### config.mk
export PLATFORM = sky130hd
export DESIGN_NAME = hazard_control_unit_flat
export DESIGN_NICKNAME = d
export VERILOG_FILES = /design/src/rtl/hazard_control_unit_if.sv /design/src/rtl/hazard_control_unit.sv /design/src/flat_wrapper.sv
export SDC_FILE = /design/constraint.sdc
export NUM_CORES = 1
export LEC_CHECK = 0
export BUFFER_PORTS_ARGS = -buffer_cell sky130_fd_sc_hd__buf_2
export CORE_UTILIZATION = 45
export DETAILED_ROUTE_END_ITERATION = 10
export PLACE_DENSITY_LB_ADDON = 0.08
export SYNTH_ARGS = -nofsm -noshare
export SYNTH_HDL_FRONTEND = slang
export SYNTH_SLANG_ARGS = --single-unit
### constraint.sdc
create_clock -name clk -period 2.3 [get_ports clk]
set_input_delay 0.46 -clock clk [delete_from_list [all_inputs] [get_ports clk]]
set_output_delay 0.46 -clock clk [all_outputs]
set_load 0.01 [all_outputs]
### src/rtl/hazard_control_unit_if.sv
// Hazard condition inputs and stall/flush control outputs of hazard_control_unit.
// slave: the controller itself; master: the pipeline that supplies conditions.
interface hazard_control_unit_if;
    logic       mem_read_s3;
    logic [4:0] reg_w_addr_s3;
    logic [4:0] reg_addr1_s2;
    logic [4:0] reg_addr2_s2;
    logic       uses_rs1_s2;
    logic       uses_rs2_s2;
    logic       bj_sig;
    logic       md_start_s3;
    logic       md_done;
    logic       mem_busy;

    logic       pc_en;
    logic       p_reg1_en;
    logic       p_reg2_en;
    logic       p_reg3_en;
    logic       p_reg4_en;
    logic       flush_p_reg1;
    logic       flush_p_reg2;
    logic       flush_p_reg3;
    logic       md_wait_state;
    logic       mem_timeout;

    modport slave (
        input  mem_read_s3, reg_w_addr_s3, reg_addr1_s2, reg_addr2_s2,
        input  uses_rs1_s2, uses_rs2_s2, bj_sig, md_start_s3, md_done, mem_busy,
        output pc_en, p_reg1_en, p_reg2_en, p_reg3_en, p_reg4_en,
        output flush_p_reg1, flush_p_reg2, flush_p_reg3, md_wait_state, mem_timeout
    );

    modport master (
        output mem_read_s3, reg_w_addr_s3, reg_addr1_s2, reg_addr2_s2,
        output uses_rs1_s2, uses_rs2_s2, bj_sig, md_start_s3, md_done, mem_busy,
        input  pc_en, p_reg1_en, p_reg2_en, p_reg3_en, p_reg4_en,
        input  flush_p_reg1, flush_p_reg2, flush_p_reg3, md_wait_state, mem_timeout
    );
endinterface

### src/rtl/hazard_control_unit.sv
// Stall/flush controller for the 5-stage RV32IM pipeline with MUL/DIV wait FSM and memory watchdog.
// Defining HAZARD_STALL_COUNTERS_EN adds the stall_count/flush_count performance counters.
module hazard_control_unit #(
    parameter int unsigned MemTimeoutCyc = 255
) (
    input  logic                 clk,
    input  logic                 rst_n,
    hazard_control_unit_if.slave hz
`ifdef HAZARD_STALL_COUNTERS_EN
    ,
    output logic [31:0]          stall_count,
    output logic [31:0]          flush_count
`endif
);

    localparam logic [7:0] TimeoutMax = 8'(MemTimeoutCyc);

    typedef enum logic [0:0] {StRun, StMdWait} state_e;

    state_e     state_q, state_d;
    logic       md_done_q, md_done_d;
    logic [7:0] busy_cnt_q, busy_cnt_d;
    logic       timeout_q, timeout_d;
    logic       timeout_hit;
    logic       load_use;

    logic pc_en, p_reg1_en, p_reg2_en, p_reg3_en, p_reg4_en;
    logic flush_p_reg1, flush_p_reg2, flush_p_reg3;

    always_comb begin
        load_use = hz.mem_read_s3 && (hz.reg_w_addr_s3 != 5'd0) &&
                   ((hz.uses_rs1_s2 && (hz.reg_addr1_s2 == hz.reg_w_addr_s3)) ||
                    (hz.uses_rs2_s2 && (hz.reg_addr2_s2 == hz.reg_w_addr_s3)));
    end

    // Priority: reset, freeze, MD_WAIT, branch flush, load-use, normal.
    always_comb begin
        pc_en        = 1'b0;
        p_reg1_en    = 1'b0;
        p_reg2_en    = 1'b0;
        p_reg3_en    = 1'b0;
        p_reg4_en    = 1'b0;
        flush_p_reg1 = 1'b0;
        flush_p_reg2 = 1'b0;
        flush_p_reg3 = 1'b0;
        state_d      = state_q;
        md_done_d    = md_done_q;

        if (!rst_n) begin
            state_d   = StRun;
            md_done_d = 1'b0;
        end else if (hz.mem_busy) begin
            // Completion seen while frozen is remembered for the first unfrozen cycle.
            if (state_q == StMdWait && hz.md_done) begin
                md_done_d = 1'b1;
            end
        end else if (state_q == StMdWait) begin
            if (hz.md_done || md_done_q) begin
                pc_en     = 1'b1;
                p_reg1_en = 1'b1;
                p_reg2_en = 1'b1;
                p_reg3_en = 1'b1;
                p_reg4_en = 1'b1;
                state_d   = StRun;
                md_done_d = 1'b0;
            end else begin
                p_reg3_en    = 1'b1;
                flush_p_reg3 = 1'b1;
                p_reg4_en    = 1'b1;
            end
        end else if (hz.md_start_s3 && !hz.md_done) begin
            p_reg3_en    = 1'b1;
            flush_p_reg3 = 1'b1;
            p_reg4_en    = 1'b1;
            state_d      = StMdWait;
        end else if (hz.bj_sig) begin
            pc_en        = 1'b1;
            p_reg1_en    = 1'b1;
            p_reg2_en    = 1'b1;
            p_reg3_en    = 1'b1;
            p_reg4_en    = 1'b1;
            flush_p_reg1 = 1'b1;
            flush_p_reg2 = 1'b1;
        end else if (load_use) begin
            p_reg2_en    = 1'b1;
            p_reg3_en    = 1'b1;
            p_reg4_en    = 1'b1;
            flush_p_reg2 = 1'b1;
        end else begin
            pc_en     = 1'b1;
            p_reg1_en = 1'b1;
            p_reg2_en = 1'b1;
            p_reg3_en = 1'b1;
            p_reg4_en = 1'b1;
        end
    end

    always_comb begin
        timeout_hit = rst_n && hz.mem_busy && (busy_cnt_q == TimeoutMax);
        if (!hz.mem_busy) begin
            busy_cnt_d = 8'd0;
        end else if (busy_cnt_q == TimeoutMax) begin
            busy_cnt_d = busy_cnt_q;
        end else begin
            busy_cnt_d = busy_cnt_q + 8'd1;
        end
        timeout_d = timeout_q | timeout_hit;
    end

    always_ff @(posedge clk or negedge rst_n) begin
        if (!rst_n) begin
            state_q    <= StRun;
            md_done_q  <= 1'b0;
            busy_cnt_q <= 8'd0;
            timeout_q  <= 1'b0;
        end else begin
            state_q    <= state_d;
            md_done_q  <= md_done_d;
            busy_cnt_q <= busy_cnt_d;
            timeout_q  <= timeout_d;
        end
    end

    assign hz.pc_en         = pc_en;
    assign hz.p_reg1_en     = p_reg1_en;
    assign hz.p_reg2_en     = p_reg2_en;
    assign hz.p_reg3_en     = p_reg3_en;
    assign hz.p_reg4_en     = p_reg4_en;
    assign hz.flush_p_reg1  = flush_p_reg1;
    assign hz.flush_p_reg2  = flush_p_reg2;
    assign hz.flush_p_reg3  = flush_p_reg3;
    assign hz.md_wait_state = (state_q == StMdWait);
    // Flag is visible in the same cycle the limit is reached, then held by timeout_q.
    assign hz.mem_timeout   = timeout_q | timeout_hit;

`ifdef HAZARD_STALL_COUNTERS_EN
    logic [31:0] stall_count_q, flush_count_q;

    always_ff @(posedge clk or negedge rst_n) begin
        if (!rst_n) begin
            stall_count_q <= 32'd0;
            flush_count_q <= 32'd0;
        end else begin
            if (!pc_en) begin
                stall_count_q <= stall_count_q + 32'd1;
            end
            if (flush_p_reg1) begin
                flush_count_q <= flush_count_q + 32'd1;
            end
        end
    end

    assign stall_count = stall_count_q;
    assign flush_count = flush_count_q;
`endif

endmodule

### src/flat_wrapper.sv
// flat-port wrapper written by rule: the top's interface ports become plain ports
module hazard_control_unit_flat 
#(
    parameter int unsigned MemTimeoutCyc = 255
)
  (clk, rst_n, hz_mem_read_s3, hz_reg_w_addr_s3, hz_reg_addr1_s2, hz_reg_addr2_s2, hz_uses_rs1_s2, hz_uses_rs2_s2, hz_bj_sig, hz_md_start_s3, hz_md_done, hz_mem_busy, hz_pc_en, hz_p_reg1_en, hz_p_reg2_en, hz_p_reg3_en, hz_p_reg4_en, hz_flush_p_reg1, hz_flush_p_reg2, hz_flush_p_reg3, hz_md_wait_state, hz_mem_timeout);
  hazard_control_unit_if hz_i ();
  input  logic clk;
  input  logic rst_n;
  input wire logic [$bits(hz_i.mem_read_s3)-1:0] hz_mem_read_s3;
  input wire logic [$bits(hz_i.reg_w_addr_s3)-1:0] hz_reg_w_addr_s3;
  input wire logic [$bits(hz_i.reg_addr1_s2)-1:0] hz_reg_addr1_s2;
  input wire logic [$bits(hz_i.reg_addr2_s2)-1:0] hz_reg_addr2_s2;
  input wire logic [$bits(hz_i.uses_rs1_s2)-1:0] hz_uses_rs1_s2;
  input wire logic [$bits(hz_i.uses_rs2_s2)-1:0] hz_uses_rs2_s2;
  input wire logic [$bits(hz_i.bj_sig)-1:0] hz_bj_sig;
  input wire logic [$bits(hz_i.md_start_s3)-1:0] hz_md_start_s3;
  input wire logic [$bits(hz_i.md_done)-1:0] hz_md_done;
  input wire logic [$bits(hz_i.mem_busy)-1:0] hz_mem_busy;
  output wire logic [$bits(hz_i.pc_en)-1:0] hz_pc_en;
  output wire logic [$bits(hz_i.p_reg1_en)-1:0] hz_p_reg1_en;
  output wire logic [$bits(hz_i.p_reg2_en)-1:0] hz_p_reg2_en;
  output wire logic [$bits(hz_i.p_reg3_en)-1:0] hz_p_reg3_en;
  output wire logic [$bits(hz_i.p_reg4_en)-1:0] hz_p_reg4_en;
  output wire logic [$bits(hz_i.flush_p_reg1)-1:0] hz_flush_p_reg1;
  output wire logic [$bits(hz_i.flush_p_reg2)-1:0] hz_flush_p_reg2;
  output wire logic [$bits(hz_i.flush_p_reg3)-1:0] hz_flush_p_reg3;
  output wire logic [$bits(hz_i.md_wait_state)-1:0] hz_md_wait_state;
  output wire logic [$bits(hz_i.mem_timeout)-1:0] hz_mem_timeout;
  assign hz_i.mem_read_s3 = hz_mem_read_s3;
  assign hz_i.reg_w_addr_s3 = hz_reg_w_addr_s3;
  assign hz_i.reg_addr1_s2 = hz_reg_addr1_s2;
  assign hz_i.reg_addr2_s2 = hz_reg_addr2_s2;
  assign hz_i.uses_rs1_s2 = hz_uses_rs1_s2;
  assign hz_i.uses_rs2_s2 = hz_uses_rs2_s2;
  assign hz_i.bj_sig = hz_bj_sig;
  assign hz_i.md_start_s3 = hz_md_start_s3;
  assign hz_i.md_done = hz_md_done;
  assign hz_i.mem_busy = hz_mem_busy;
  assign hz_pc_en = hz_i.pc_en;
  assign hz_p_reg1_en = hz_i.p_reg1_en;
  assign hz_p_reg2_en = hz_i.p_reg2_en;
  assign hz_p_reg3_en = hz_i.p_reg3_en;
  assign hz_p_reg4_en = hz_i.p_reg4_en;
  assign hz_flush_p_reg1 = hz_i.flush_p_reg1;
  assign hz_flush_p_reg2 = hz_i.flush_p_reg2;
  assign hz_flush_p_reg3 = hz_i.flush_p_reg3;
  assign hz_md_wait_state = hz_i.md_wait_state;
  assign hz_mem_timeout = hz_i.mem_timeout;
  hazard_control_unit #(.MemTimeoutCyc(MemTimeoutCyc)) u_core (.clk(clk), .rst_n(rst_n), .hz(hz_i));
endmodule
==> impl_metrics.env <==
export IMPL_port_buffer_count=33
export IMPL_drt_initial_drc_count=7
export IMPL_utilization=0.622
export IMPL_final_nets=145
export IMPL_seq_area_frac_synth=0.374
export IMPL_std_cell_rows=14
export IMPL_synth_top_flop_cell="dfrtp_1"
export IMPL_intPower_w=0.000309
export IMPL_core_area_um2=1520
export IMPL_endpoint_kind="output pin"
export IMPL_setup_ws_ns=0.102
export IMPL_ys_async_sr_fraction=1.00
export IMPL_start_util=0.484
export IMPL_max_slew_margin=0.774
export IMPL_dr_pass1_iters=2
export IMPL_rsz0062_at_grt="no"
export IMPL_grt_max_degree=14
export IMPL_die_height_um=42.5
export IMPL_dieArea_um2=1800
export IMPL_ys_seq_elements=11
export IMPL_num_antenna_cells=0
export IMPL_outcome="complete, no violations"
export IMPL_ys_warn_count=0
export IMPL_synthCells=82
export IMPL_fin_area_um2=948
export IMPL_postPlaceCellArea_um2=922
export IMPL_cts_setup_buffers=0
export IMPL_syn_nets=107
export IMPL_ff2ff_setup_slack_ns=0.92
export IMPL_regArea_um2=275
export IMPL_tightest_slew_ns=0.334
export IMPL_p_seq_frac=0.489
export IMPL_power_density_nw_per_um2=443
export IMPL_leakagePower_nw=0.471
export IMPL_numCtsBuffers=3
export IMPL_synth_enable_flop_cells=0
export IMPL_crit_type="in2out"
export IMPL_antenna_found_initial=0
export IMPL_cts_tree="built"
export IMPL_hp_class="in2async"
export IMPL_insertion_delay_ns=0.27
export IMPL_post_drt_wl_per_cell_um=11.2
export IMPL_p_comb_frac=0.208
export IMPL_cts_sinks=11
export IMPL_cp_required_ns=1.84
export IMPL_synth_area_um2=737
export IMPL_vdd_drop_max_mv=0.348
export IMPL_tns_ns=0
export IMPL_avgViaCountPerCell=5.24
export IMPL_clk_pin_slew_ns=0.06
export IMPL_switchingPower_w=0.000111
export IMPL_ioPinCount=34
export IMPL_min_period_ns=2.20
export IMPL_wirelength_um=1520
export IMPL_hold_viol_final=0
export IMPL_grt_total_usage=0.206
export IMPL_clockPowerShare=0.303
export IMPL_multi_input_area_um2=432
export IMPL_area_delta_synth_final_pct=28.7
export IMPL_place_hpwl_um=1260
export IMPL_period_share=0.956
export IMPL_place_gp_congestion=0.790
export IMPL_grt_pass1_wl_um=2850
export IMPL_ctsHoldBuffers=0
export IMPL_setup_violations=0
export IMPL_crit_path_max_fanout=3
export IMPL_drv_slew=0
export IMPL_fillers=143
export IMPL_vias=707
export IMPL_syn_avg_cell_area_um2=8.99
export IMPL_drc_errors=0
export IMPL_place_ws_ns=0.0950
export IMPL_finClkSkew_ns=0.00244
export IMPL_grt_ovfl_total=0
export IMPL_critPathLaunchType="primary input"
export IMPL_synth_cell_type_count=32
export IMPL_htree_levels=1
export IMPL_swShare=0.265
export IMPL_clock_fmax_ghz=0.455
export IMPL_drv_cap=0
export IMPL_die_x_um=42.5
export IMPL_ctsResizeCount=0
export IMPL_ant_nets=0
export IMPL_clk_path_buf_depth=2
export IMPL_layout_drive_gt1_share=0.336
export IMPL_critPathArrivalTime_ns=1.74
export IMPL_clock_root_buffer="clkbuf_4"
export IMPL_grt_pass1_vias=676
[sequential cells by signal, indices dropped and copies added (netlist names)]
signal and flops:
u_core.md_done_q 1, u_core.timeout_q 1, u_core.hz.md_wait_state 1, u_core.busy_cnt_q 8
[power groups by stage]
stage	clock (W)	combinational (W)	sequential [W]
after global placement	0	0.0000862	0.000209
after floorplan	0	0.0000445	0.000208
after global routing	0.000145	0.0000991	0.000206
after CTS	0.000132	0.0000886	0.000205
final	0.000127	0.0000875	0.000205
after detailed placement	0	0.0000882	0.000209
[final cells by class]
class	count	share of cell area
Multi-Input combinational cell	65	0.455
Sequential cell	11	0.290
Timing Repair Buffer	35	0.190
Clock buffer	4	0.0277
Tap cell	16	0.0211
Inverter	4	0.0158
[layer usage]
layer	part of all wire	global-route usage
met5	0	0
met4	0.019	0.0938
met3	0.054	0.0388
met2	0.49	0.348
met1	0.44	0.252
[path summary, 6_finish.rpt]
path,depth (start not counted),endpoint,start
max,6,hz_p_reg1_en,hz_reg_w_addr_s3[3]
min,2,u_core.busy_cnt_q[2],rst_n
max reg2reg,5,u_core.busy_cnt_q[0],u_core.busy_cnt_q[0]
min reg2reg,1,u_core.timeout_q,u_core.timeout_q
max in group asynchronous,2,u_core.busy_cnt_q[6],rst_n
min in group clk,1,u_core.timeout_q,u_core.timeout_q
[metrics by stage]
step	hold WS [ns]	instances	total power, W
floorplan	0.164	82	0.000253
CTS	0.130	135	0.000426
global placement	0.414	131	0.000295
finish	0.125	135	0.000420
detailed placement	0.414	131	0.000297
global route	0.138	135	0.000450
[worst max-delay path, stage by stage]
cell and delay [ns]:
buf_2 0.12, xor2_1 0.17, nor4_2 0.29, a32oi_1 0.16, o41a_1 0.40, buf_2 0.15
[cell usage after synthesis (2+ instances only)]
cell       number  share of area
nor2_1         12          0.061
xor2_1         12           0.14
dfrtp_1        11           0.37
o21ai_0         5          0.034
nand2_1         4          0.020
inv_1           3          0.015
a211oi_1        2          0.020
a21oi_1         2          0.014
buf_4           2          0.020
nand2b_1        2          0.017
nand3_1         2          0.014
nor2b_1         2          0.017
o2111ai_1       2          0.024
or4_1           2          0.020
xnor2_1         2          0.024
[layout by cell type, fill, tap and decap left out, drive strengths merged, types with 2 or more instances in the layout]
cell and instances:
o21ai 5, nor2 12, nand3 2, nand2 4
xor2 12, nand2b 2, or4 2, a211oi 2
xnor2 2, dfrtp 11, clkbuf 4, inv 3
a21oi 2, and2 2, nor2b 2, o2111ai 2
buf 35, nor4 2
[cell families after synthesis]
group	Yosys count	synth area share
XOR/XNOR	14	0.166
buffers and inverters	6	0.0407
flip-flops	11	0.374
AND/OR/NAND/NOR	32	0.228
AO/OA/AOI/OAI	17	0.161
adder cells (fa/ha/maj)	1	0.0170
multiplexers	1	0.0136
No activity file was read; power rests on OpenSTA's default activity.
